[src/rtl/sseg_display_ctrl.sv]
// sseg_display_ctrl: binary-to-BCD formatter that writes sign, decimal point and digits into a seven-segment array
module sseg_display_ctrl #(
  parameter int SSEG_BITS = 2,
  parameter int SSEG_N    = 3,
  parameter int VAL_BITS  = 10
) (
  input  logic                 clk,
  input  logic                 reset,
  input  logic                 start,
  input  logic [VAL_BITS-1:0]  value,
  input  logic                 neg,
  input  logic                 dp_en,
  input  logic [SSEG_BITS-1:0] dp_sel,
  input  logic                 blank_lz,
  output logic                 busy,
  output logic                 done_tick,
  output logic                 ovf,
  output logic                 wr,
  output logic [SSEG_BITS-1:0] sel,
  output logic                 en,
  output logic                 sign,
  output logic                 dp,
  output logic [3:0]           val
);
  localparam int BW = 4 * SSEG_N;
  localparam int CW = $clog2(VAL_BITS + 1);
  typedef enum logic [1:0] {IDLE, CONV, WRITE, DONE} state_t;
  state_t state_q, state_d;
  logic [VAL_BITS-1:0] bin_q, bin_d;
  logic [BW-1:0] bcd_q, bcd_d, bcd_adj;
  logic [CW-1:0] cnt_q, cnt_d;
  logic [SSEG_BITS-1:0] idx_q, idx_d, dpsel_q, dpsel_d, sel_q, sel_d;
  logic neg_q, neg_d, dpen_q, dpen_d, blz_q, blz_d, stk_q, stk_d;
  logic busy_q, busy_d, done_q, done_d, ovf_q, ovf_d, wr_q, wr_d;
  logic en_q, en_d, sign_q, sign_d, dp_q, dp_d;
  logic [3:0] val_q, val_d, cur_dig;
  logic zh, cur_zh, ovf_f, blank;
  always_comb begin
    bcd_adj = bcd_q;
    for (int i = 0; i < SSEG_N; i++)
      bcd_adj[4*i +: 4] = bcd_q[4*i +: 4] >= 4'd5 ? bcd_q[4*i +: 4] + 4'd3 : bcd_q[4*i +: 4];
    // zh tracks "this digit and everything above it is zero" for the digit being written
    zh = 1'b1;
    cur_zh = 1'b0;
    cur_dig = 4'd0;
    for (int i = SSEG_N - 1; i >= 0; i--) begin
      zh = zh & (bcd_q[4*i +: 4] == 4'd0);
      if (SSEG_BITS'(i) == idx_q) begin
        cur_zh = zh;
        cur_dig = bcd_q[4*i +: 4];
      end
    end
    ovf_f = stk_q | (neg_q & (bcd_q[BW-1 -: 4] != 4'd0));
    blank = blz_q & (idx_q != '0) & (~dpen_q | (idx_q > dpsel_q)) & cur_zh;
    state_d = state_q;
    bin_d = bin_q;
    bcd_d = bcd_q;
    cnt_d = cnt_q;
    idx_d = idx_q;
    dpsel_d = dpsel_q;
    neg_d = neg_q;
    dpen_d = dpen_q;
    blz_d = blz_q;
    stk_d = stk_q;
    busy_d = busy_q;
    done_d = 1'b0;
    ovf_d = ovf_q;
    wr_d = 1'b0;
    sel_d = sel_q;
    en_d = 1'b0;
    sign_d = 1'b0;
    dp_d = 1'b0;
    val_d = 4'd0;
    case (state_q)
      IDLE: begin
        busy_d = start;
        if (start) begin
          bin_d = value;
          neg_d = neg;
          dpen_d = dp_en;
          dpsel_d = dp_sel;
          blz_d = blank_lz;
          bcd_d = '0;
          stk_d = 1'b0;
          ovf_d = 1'b0;
          cnt_d = CW'(VAL_BITS);
          state_d = CONV;
        end
      end
      CONV: begin
        {bcd_d, bin_d} = {bcd_adj, bin_q} << 1;
        stk_d = stk_q | bcd_adj[BW-1];
        cnt_d = cnt_q - 1'b1;
        idx_d = '0;
        state_d = cnt_q == CW'(1) ? WRITE : CONV;
      end
      WRITE: begin
        wr_d = 1'b1;
        sel_d = idx_q;
        sign_d = ovf_f | (neg_q & (idx_q == SSEG_BITS'(SSEG_N - 1)));
        en_d = ~sign_d & ~blank;
        val_d = en_d ? cur_dig : 4'd0;
        dp_d = en_d & dpen_q & (dpsel_q == idx_q);
        idx_d = idx_q + 1'b1;
        state_d = idx_q == SSEG_BITS'(SSEG_N - 1) ? DONE : WRITE;
      end
      default: begin
        done_d = 1'b1;
        ovf_d = ovf_f;
        state_d = IDLE;
      end
    endcase
  end
  always_ff @(posedge clk or posedge reset) begin
    if (reset) begin
      state_q <= IDLE;
      bin_q <= '0;
      bcd_q <= '0;
      cnt_q <= '0;
      idx_q <= '0;
      dpsel_q <= '0;
      neg_q <= 1'b0;
      dpen_q <= 1'b0;
      blz_q <= 1'b0;
      stk_q <= 1'b0;
      busy_q <= 1'b0;
      done_q <= 1'b0;
      ovf_q <= 1'b0;
      wr_q <= 1'b0;
      sel_q <= '0;
      en_q <= 1'b0;
      sign_q <= 1'b0;
      dp_q <= 1'b0;
      val_q <= 4'd0;
    end else begin
      state_q <= state_d;
      bin_q <= bin_d;
      bcd_q <= bcd_d;
      cnt_q <= cnt_d;
      idx_q <= idx_d;
      dpsel_q <= dpsel_d;
      neg_q <= neg_d;
      dpen_q <= dpen_d;
      blz_q <= blz_d;
      stk_q <= stk_d;
      busy_q <= busy_d;
      done_q <= done_d;
      ovf_q <= ovf_d;
      wr_q <= wr_d;
      sel_q <= sel_d;
      en_q <= en_d;
      sign_q <= sign_d;
      dp_q <= dp_d;
      val_q <= val_d;
    end
  end
  assign busy = busy_q;
  assign done_tick = done_q;
  assign ovf = ovf_q;
  assign wr = wr_q;
  assign sel = sel_q;
  assign en = en_q;
  assign sign = sign_q;
  assign dp = dp_q;
  assign val = val_q;
endmodule

[config.mk]
export PLATFORM = sky130hd
export DESIGN_NAME = sseg_display_ctrl
export DESIGN_NICKNAME = d
export VERILOG_FILES = /design/src/rtl/sseg_display_ctrl.sv
export SDC_FILE = /design/constraint.sdc
export NUM_CORES = 1
export LEC_CHECK = 0
export CAP_MARGIN = 20
export CORE_UTILIZATION = 50
export DETAILED_ROUTE_END_ITERATION = 16
export PLACE_DENSITY_LB_ADDON = 0.05
export SYNTH_ARGS = -nofsm -noshare
export SYNTH_HDL_FRONTEND = slang
export SYNTH_SLANG_ARGS = --single-unit
[constraint.sdc]
create_clock -name clk -period 2.05 [get_ports clk]
set_clock_uncertainty 0.1 [all_clocks]
set_input_delay 0.615 -clock clk [delete_from_list [all_inputs] [get_ports clk]]
set_output_delay 0.615 -clock clk [all_outputs]
set_load 0.005 [all_outputs]
After elaboration in Yosys (flattened, before gate mapping)
Cells that the tools add are included.
{"block": "word_totals", "reg_bits": 49, "in_bits": 18, "output_inout_bits": 13}
{"block": "classes", "add_sub_neg": 5, "magnitude_cmp": 4, "n_eq_ne": 8, "muxes": 30, "bitwise_logic": 18, "n_reduce_logical": 14}
{"cell": "two-way mux 4 bit", "n": 9}
{"cell": "case mux 12 bit (2 select lines)", "n": 1}
{"cell": "case mux 10 bit (2 select lines)", "n": 1}
{"cell": "adder 4 x 2 -> 4 bit, second input constant", "n": 3}
{"cell": ">= comparator 4 x 3 -> 1 bit, second input constant", "n": 3}
{"cell": "logical NOT 4 bit", "n": 3}
{"cell": "two-way mux 12 bit", "n": 1}
{"cell": "bitwise AND 1 bit", "n": 10}
{"cell": "two-way mux 1 bit", "n": 10}
{"cell": "two-way mux 10 bit", "n": 1}
{"cell": "case mux 4 bit (2 select lines)", "n": 1}
{"cell": "case mux 2 bit (3 select lines)", "n": 1}
{"cell": "AND reduction 2 bit", "n": 3}
{"cell": "nonzero test 2 bit", "n": 3}
{"cell": "== test 2 bit, second input constant", "n": 2}
{"cell": "== test 4 x 1 -> 1 bit, second input constant", "n": 1}
{"cell": "logical NOT 2 bit", "n": 2}
{"cell": "two-way mux 2 bit", "n": 2}
{"cell": "NOT 1 bit", "n": 4}
{"cell": "OR 1 bit", "n": 4}
{"cell": "case mux 1 bit (2 select lines)", "n": 2}
{"cell": "case mux 2 bit (2 select lines)", "n": 1}
{"cell": "nonzero test 4 bit", "n": 1}
{"cell": "subtractor 4 x 1 -> 4 bit, second input constant", "n": 1}
{"cell": "other kinds (9)", "n": 9}

Depth between registers and ports, before layout
{"block": "logic_depth", "depth_word": 10, "mapped_depth": 8, "ltp_nobuf": 6}

Least setup slack after synthesis
Ideal clock, no wire load.
{"block": "synth_timing", "path_kind": "register to register", "start": "reg idx_q[0]", "end": "reg val_q[0] (netlist: val[0])", "arrival_time_ns": 1.764, "required_time_ns": 1.828, "slack_ns": 0.065, "stages_incl_launch_ff": 7, "path_buffers": 0, "synth_period_minus_slack_ns": 1.985, "cell_sequence": "dfrtp_1 inv_1 ha_1 or4b_1 a21oi_2 nand2_2 a2111oi_1"}
{"block": "synth_via", "elab_chain_cells": 9}
{"element": "start, declared", "line": "32", "text": "logic [SSEG_BITS-1:0] idx_q, idx_d, dpsel_q, dpsel_d, sel_q, sel_d;"}
{"element": "start signal, assigned", "line": "140", "text": "idx_q <= idx_d;"}
{"element": "== test 2 bit", "line": "48, 100"}
{"element": "two-way mux 1 bit (3 in a row)", "line": "48", "text": "if (SSEG_BITS'(i) == idx_q) begin"}
{"element": "bitwise AND 1 bit", "line": "54", "text": "blank = blz_q & (idx_q != '0) & (~dpen_q | (idx_q > dpsel_q)) & cur_zh;"}
{"element": "NOT 1 bit", "line": "101", "text": "en_d = ~sign_d & ~blank;"}
{"element": "bitwise AND 1 bit", "line": "101"}
{"element": "two-way mux 4 bit *", "line": "102", "text": "val_d = en_d ? cur_dig : 4'd0;"}
{"element": "two-way mux 4 bit *", "line": "74", "text": "case (state_q)"}
{"element": "named net val_d[0]", "line": "36", "text": "logic [3:0] val_q, val_d, cur_dig;"}
{"element": "end signal, assigned", "line": "154", "text": "val_q <= val_d;"}
{"element": "end, declared", "line": "36"}
The timed path passes the listed nets; every way through them passes the cells marked *.
A chain may end at the register's enable or synchronous reset.

Worst setup path after layout
Same ends and word-level chain as after synthesis.

==> Flow_metrics.wiki <==
{| class="wikitable"
! Metric !! Value
|-
| Filler Cell Count || 403
|-
| Worst Setup Path Type || reg2reg
|-
| # H-tree levels || 2
|-
| Total count of hold-check failures in the final report || 0
|-
| Classification of the worst-slack hold path || reg2reg
|-
| Area overhead of the layout relative to synthesis || 29.6%
|-
| Post-Synthesis Net Count || 284
|-
| Wire length of the first global-routing pass || 8940 um
|-
| Post-detailed-route wirelength per cell || 14.7 um
|-
| Number of antenna violations at the first check in global routing || 0
|-
| Setup slack of the most critical reg-to-reg path || 90 ps
|-
| Router iterations before antenna repair || 4
|-
| Distinct cells, synth || 45
|-
| Sequence of cells on the critical path || inv_2, ha_1, or4b_4, a21oi_4, nand2_4, a2111oi_4
|-
| Top flip-flop cell by instance count after synthesis || sky130_fd_sc_hd__dfrtp_1
|-
| Power density of the placed cells || 1460 nW/um2
|-
| Overall routing resource usage || 22.3%
|-
| Worst Setup Slack post-DPL || -164 ps
|-
| Final Cycle Share || 95.7%
|-
| Clk_lat worst skew || 310 ps
|-
| Startpoint class of the critical path || flip-flop
|-
| Number of flops mapped to enable cells by yosys || 0
|-
| Total number of vias || 1,955
|-
| Total number of yosys warnings || 0
|-
| Antenna diode count || 0
|-
| Total Routed Length || 5400 um
|-
| Total standard cell area after synthesis || 2540 um2
|-
| Post-route DRC || 0
|-
| Antenna viol nets, final || 0
|-
| Required time reported for the critical path endpoint || 2160 ps
|-
| Hold depth || 2
|-
| Relative max-transition margin || 71.9%
|-
| Net count reported at finish || 337
|-
| Worst reg2reg path depth || 6
|-
| Critical path's largest stage delay || 530 ps
|-
| Sum of net half-perimeters after detailed placement || 3790 um
|-
| Total grt overflow || 0
|-
| Leakage power summed over all cells || 1.44 nW
|-
| Slew at the pin closest to its max-slew limit || 421 ps
|-
| Effective utilization at floorplan || 52.7%
|-
| Worst voltage drop across the vdd grid || 0.770 mV
|-
| Yosys reg bits || 49
|-
| Synthesized area per cell || 10.3 um2
|-
| Placer's final routability congestion estimate || 0.774
|-
| Root cell of the clock tree || sky130_fd_sc_hd__clkbuf_8
|-
| TritonCTS clock tree || built
|-
| FP Rows || 25
|-
| Cells after synthesis || 247
|-
| Core box area || 4820 um2
|-
| End point of the worst hold path || bin_q[9]
|-
| Buffers from clock root to sink, at most || 2
|-
| Leading cell type in the layout, fill and taps excluded || sky130_fd_sc_hd__dfrtp_1
|-
| Maximum fanout encountered on the critical timing path || 3
|-
| Number of max-cap violations || 0
|-
| Outcome || completed
|-
| Final setup margin || 88.1 ps
|-
| Multi-input gate area || 1260 um2
|-
| Total instance count after detailed placement || 359
|-
| Min-delay src || bin_q[9]
|-
| Share of synthesized area occupied by flip-flops and latches || 48.3%
|-
| Storage cell area || 1230 um2
|-
| Number of ports placed on the die boundary || 31
|-
| Min Clock Period, post-route || 1960 ps
|-
| Number of buffer cells added on primary ports || 30
|-
| Most frequent cells in the layout || 49 x sky130_fd_sc_hd__dfrtp_1, 30 x sky130_fd_sc_hd__clkdlybuf4s50_1, 26 x sky130_fd_sc_hd__buf_4, 23 x sky130_fd_sc_hd__nor2_1
|-
| Highest attainable clock frequency || 510 MHz
|-
| CP Capture Type || flip-flop
|-
| Clock slew at the register clock pins of the worst setup and hold paths || 90 ps
|-
| End of the worst register-to-register path || val[0]
|-
| Via density per instance || 5.31
|-
| Horizontal die dimension || 73.2 um
|-
| R2r startpoint || idx_q[0]
|-
| Cell taking the most area after synthesis || sky130_fd_sc_hd__dfrtp_1
|-
| Count of endpoints failing setup in the final report || 0
|-
| Number of global-route vias before repair || 1,907
|-
| TritonCTS Sinks || 49
|-
| Total Die Area || 5360 um2
|-
| Share of async-settable or async-resettable flops after synthesis || 100%
|-
| Number of buffers inserted by hold repair at cts || 0
|-
| Worst EP arrival || 2070 ps
|-
| Share of final-layout standard cells stronger than drive strength 1 || 18.6%
|-
| Largest cells by area after synthesis || sky130_fd_sc_hd__dfrtp_1 48%, sky130_fd_sc_hd__ha_1 9.4%, sky130_fd_sc_hd__mux2_2 3.6%
|-
| Die outline height || 73.2 um
|-
| Max-slew violation count || 0
|-
| Pin count of the biggest net entering global routing || 50
|-
| Final non-filler cell total || 368
|-
| Cts bufs inserted || 5
|-
| Area share of the leading cell type in the synthesized netlist || 48.3%
|-
| Slowest library cell on the worst path || sky130_fd_sc_hd__or4b_4
|-
| Initial DRC count || 99
|}
## power by group
group / total (mW) / switching, mW / internal (mW) / leakage, nW
combinational: 2.41 / 1.25 / 1.16 / 0.744
clock: 0.826 / 0.341 / 0.485 / 0.0681
sequential: 1.58 / 0.273 / 1.31 / 0.625
## registers in the layout, summed over array words and instances, names as in the netlist
name       cells
bcd_q         12
bin_q         10
blz_q          1
busy           1
cnt_q          4
done_tick      1
dp             1
dpen_q         1
dpsel_q        2
en             1
idx_q          2
neg_q          1
ovf            1
sel            2
sign           1
state_q        2
stk_q          1
val            4
wr             1
## critical path: cells and delay by family (launching register included)
kind,cells,cell delay (ps)
buffers and inverters,1,50
adder cells (fa/ha/maj),1,200
AND/OR/NAND/NOR,2,620
flip-flops,1,400
AO/OA/AOI/OAI,2,490
## cells in the mapped netlist, types with 5 or more instances
| master | instances |
|---|---|
| sky130_fd_sc_hd__a21oi_1 | 10 |
| sky130_fd_sc_hd__nor2_1 | 23 |
| sky130_fd_sc_hd__mux2i_1 | 7 |
| sky130_fd_sc_hd__o21ai_0 | 17 |
| sky130_fd_sc_hd__nand2b_1 | 5 |
| sky130_fd_sc_hd__inv_1 | 17 |
| sky130_fd_sc_hd__mux2_2 | 8 |
| sky130_fd_sc_hd__clkbuf_1 | 7 |
| sky130_fd_sc_hd__dfrtp_1 | 49 |
| sky130_fd_sc_hd__o22ai_1 | 9 |
| sky130_fd_sc_hd__ha_1 | 19 |
| sky130_fd_sc_hd__nand3_1 | 5 |
| sky130_fd_sc_hd__nand2_1 | 16 |
| sky130_fd_sc_hd__nor2b_1 | 5 |
| sky130_fd_sc_hd__o31ai_1 | 5 |
## cells by family after synthesis
family / share of synthesized area [%]
AO/OA/AOI/OAI: 16.8
XOR/XNOR: 1.73
adder cells (fa/ha/maj): 9.37
buffers and inverters: 4.54
flip-flops: 48.3
multiplexers: 6.31
AND/OR/NAND/NOR: 13.0
## layout make-up
class	count	area share, %
clock inverter	3	1.98
clock buffer	5	2.09
tap	67	2.55
sequential	49	37.3
multi-input combinational	170	38.5
inverter	17	1.94
timing repair buffer	57	15.7
## what timing repair did
item / 4_1_cts / 5_1_grt
endpoints found under the setup margin: 0 / 4
buffers inserted: 0 / 1
resized for setup: 0 / 14
## worst max path at each step
stage | slack, ps | to | startpoint
3_5_place_dp | -160 | bcd_q[3] | start
5_1_grt | -20 | val[1] | idx_q[0]
3_3_place_gp | -70 | bin_q[7] | start
2_1_floorplan | 60 | val[0] | idx_q[0]
6_report | 90 | val[0] | idx_q[0]
4_1_cts | 6 | val[1] | idx_q[0]
## stage by stage
| step | utilization, % | power (mW) | hold WS (ps) | instance area, um2 | setup TNS [ps] |
|---|---|---|---|---|---|
| floorplan | - | 3.03 | 350 | 2540 | 0 |
| global placement | 63.9 | 3.82 | 364 | 3080 | -716 |
| detailed placement | 63.9 | 3.89 | 370 | 3080 | -1330 |
| CTS | 66.7 | 4.73 | 392 | 3210 | 0 |
| global route | 68.3 | 5.17 | 423 | 3290 | -34.8 |
| finish | 68.3 | 4.81 | 389 | 3290 | 0 |
## per-layer routing
layer	track usage [%]	wire length (um)	part of all wire [%]	vias up
met5	0	0	0	-
li1	-	-	-	972
met1	29.5	2570	48	937
met2	36.6	2610	48	40
met3	4.28	149	2.8	6
met4	7.63	72	1.3	0
Note: power is estimated with default switching activity, not from simulation.
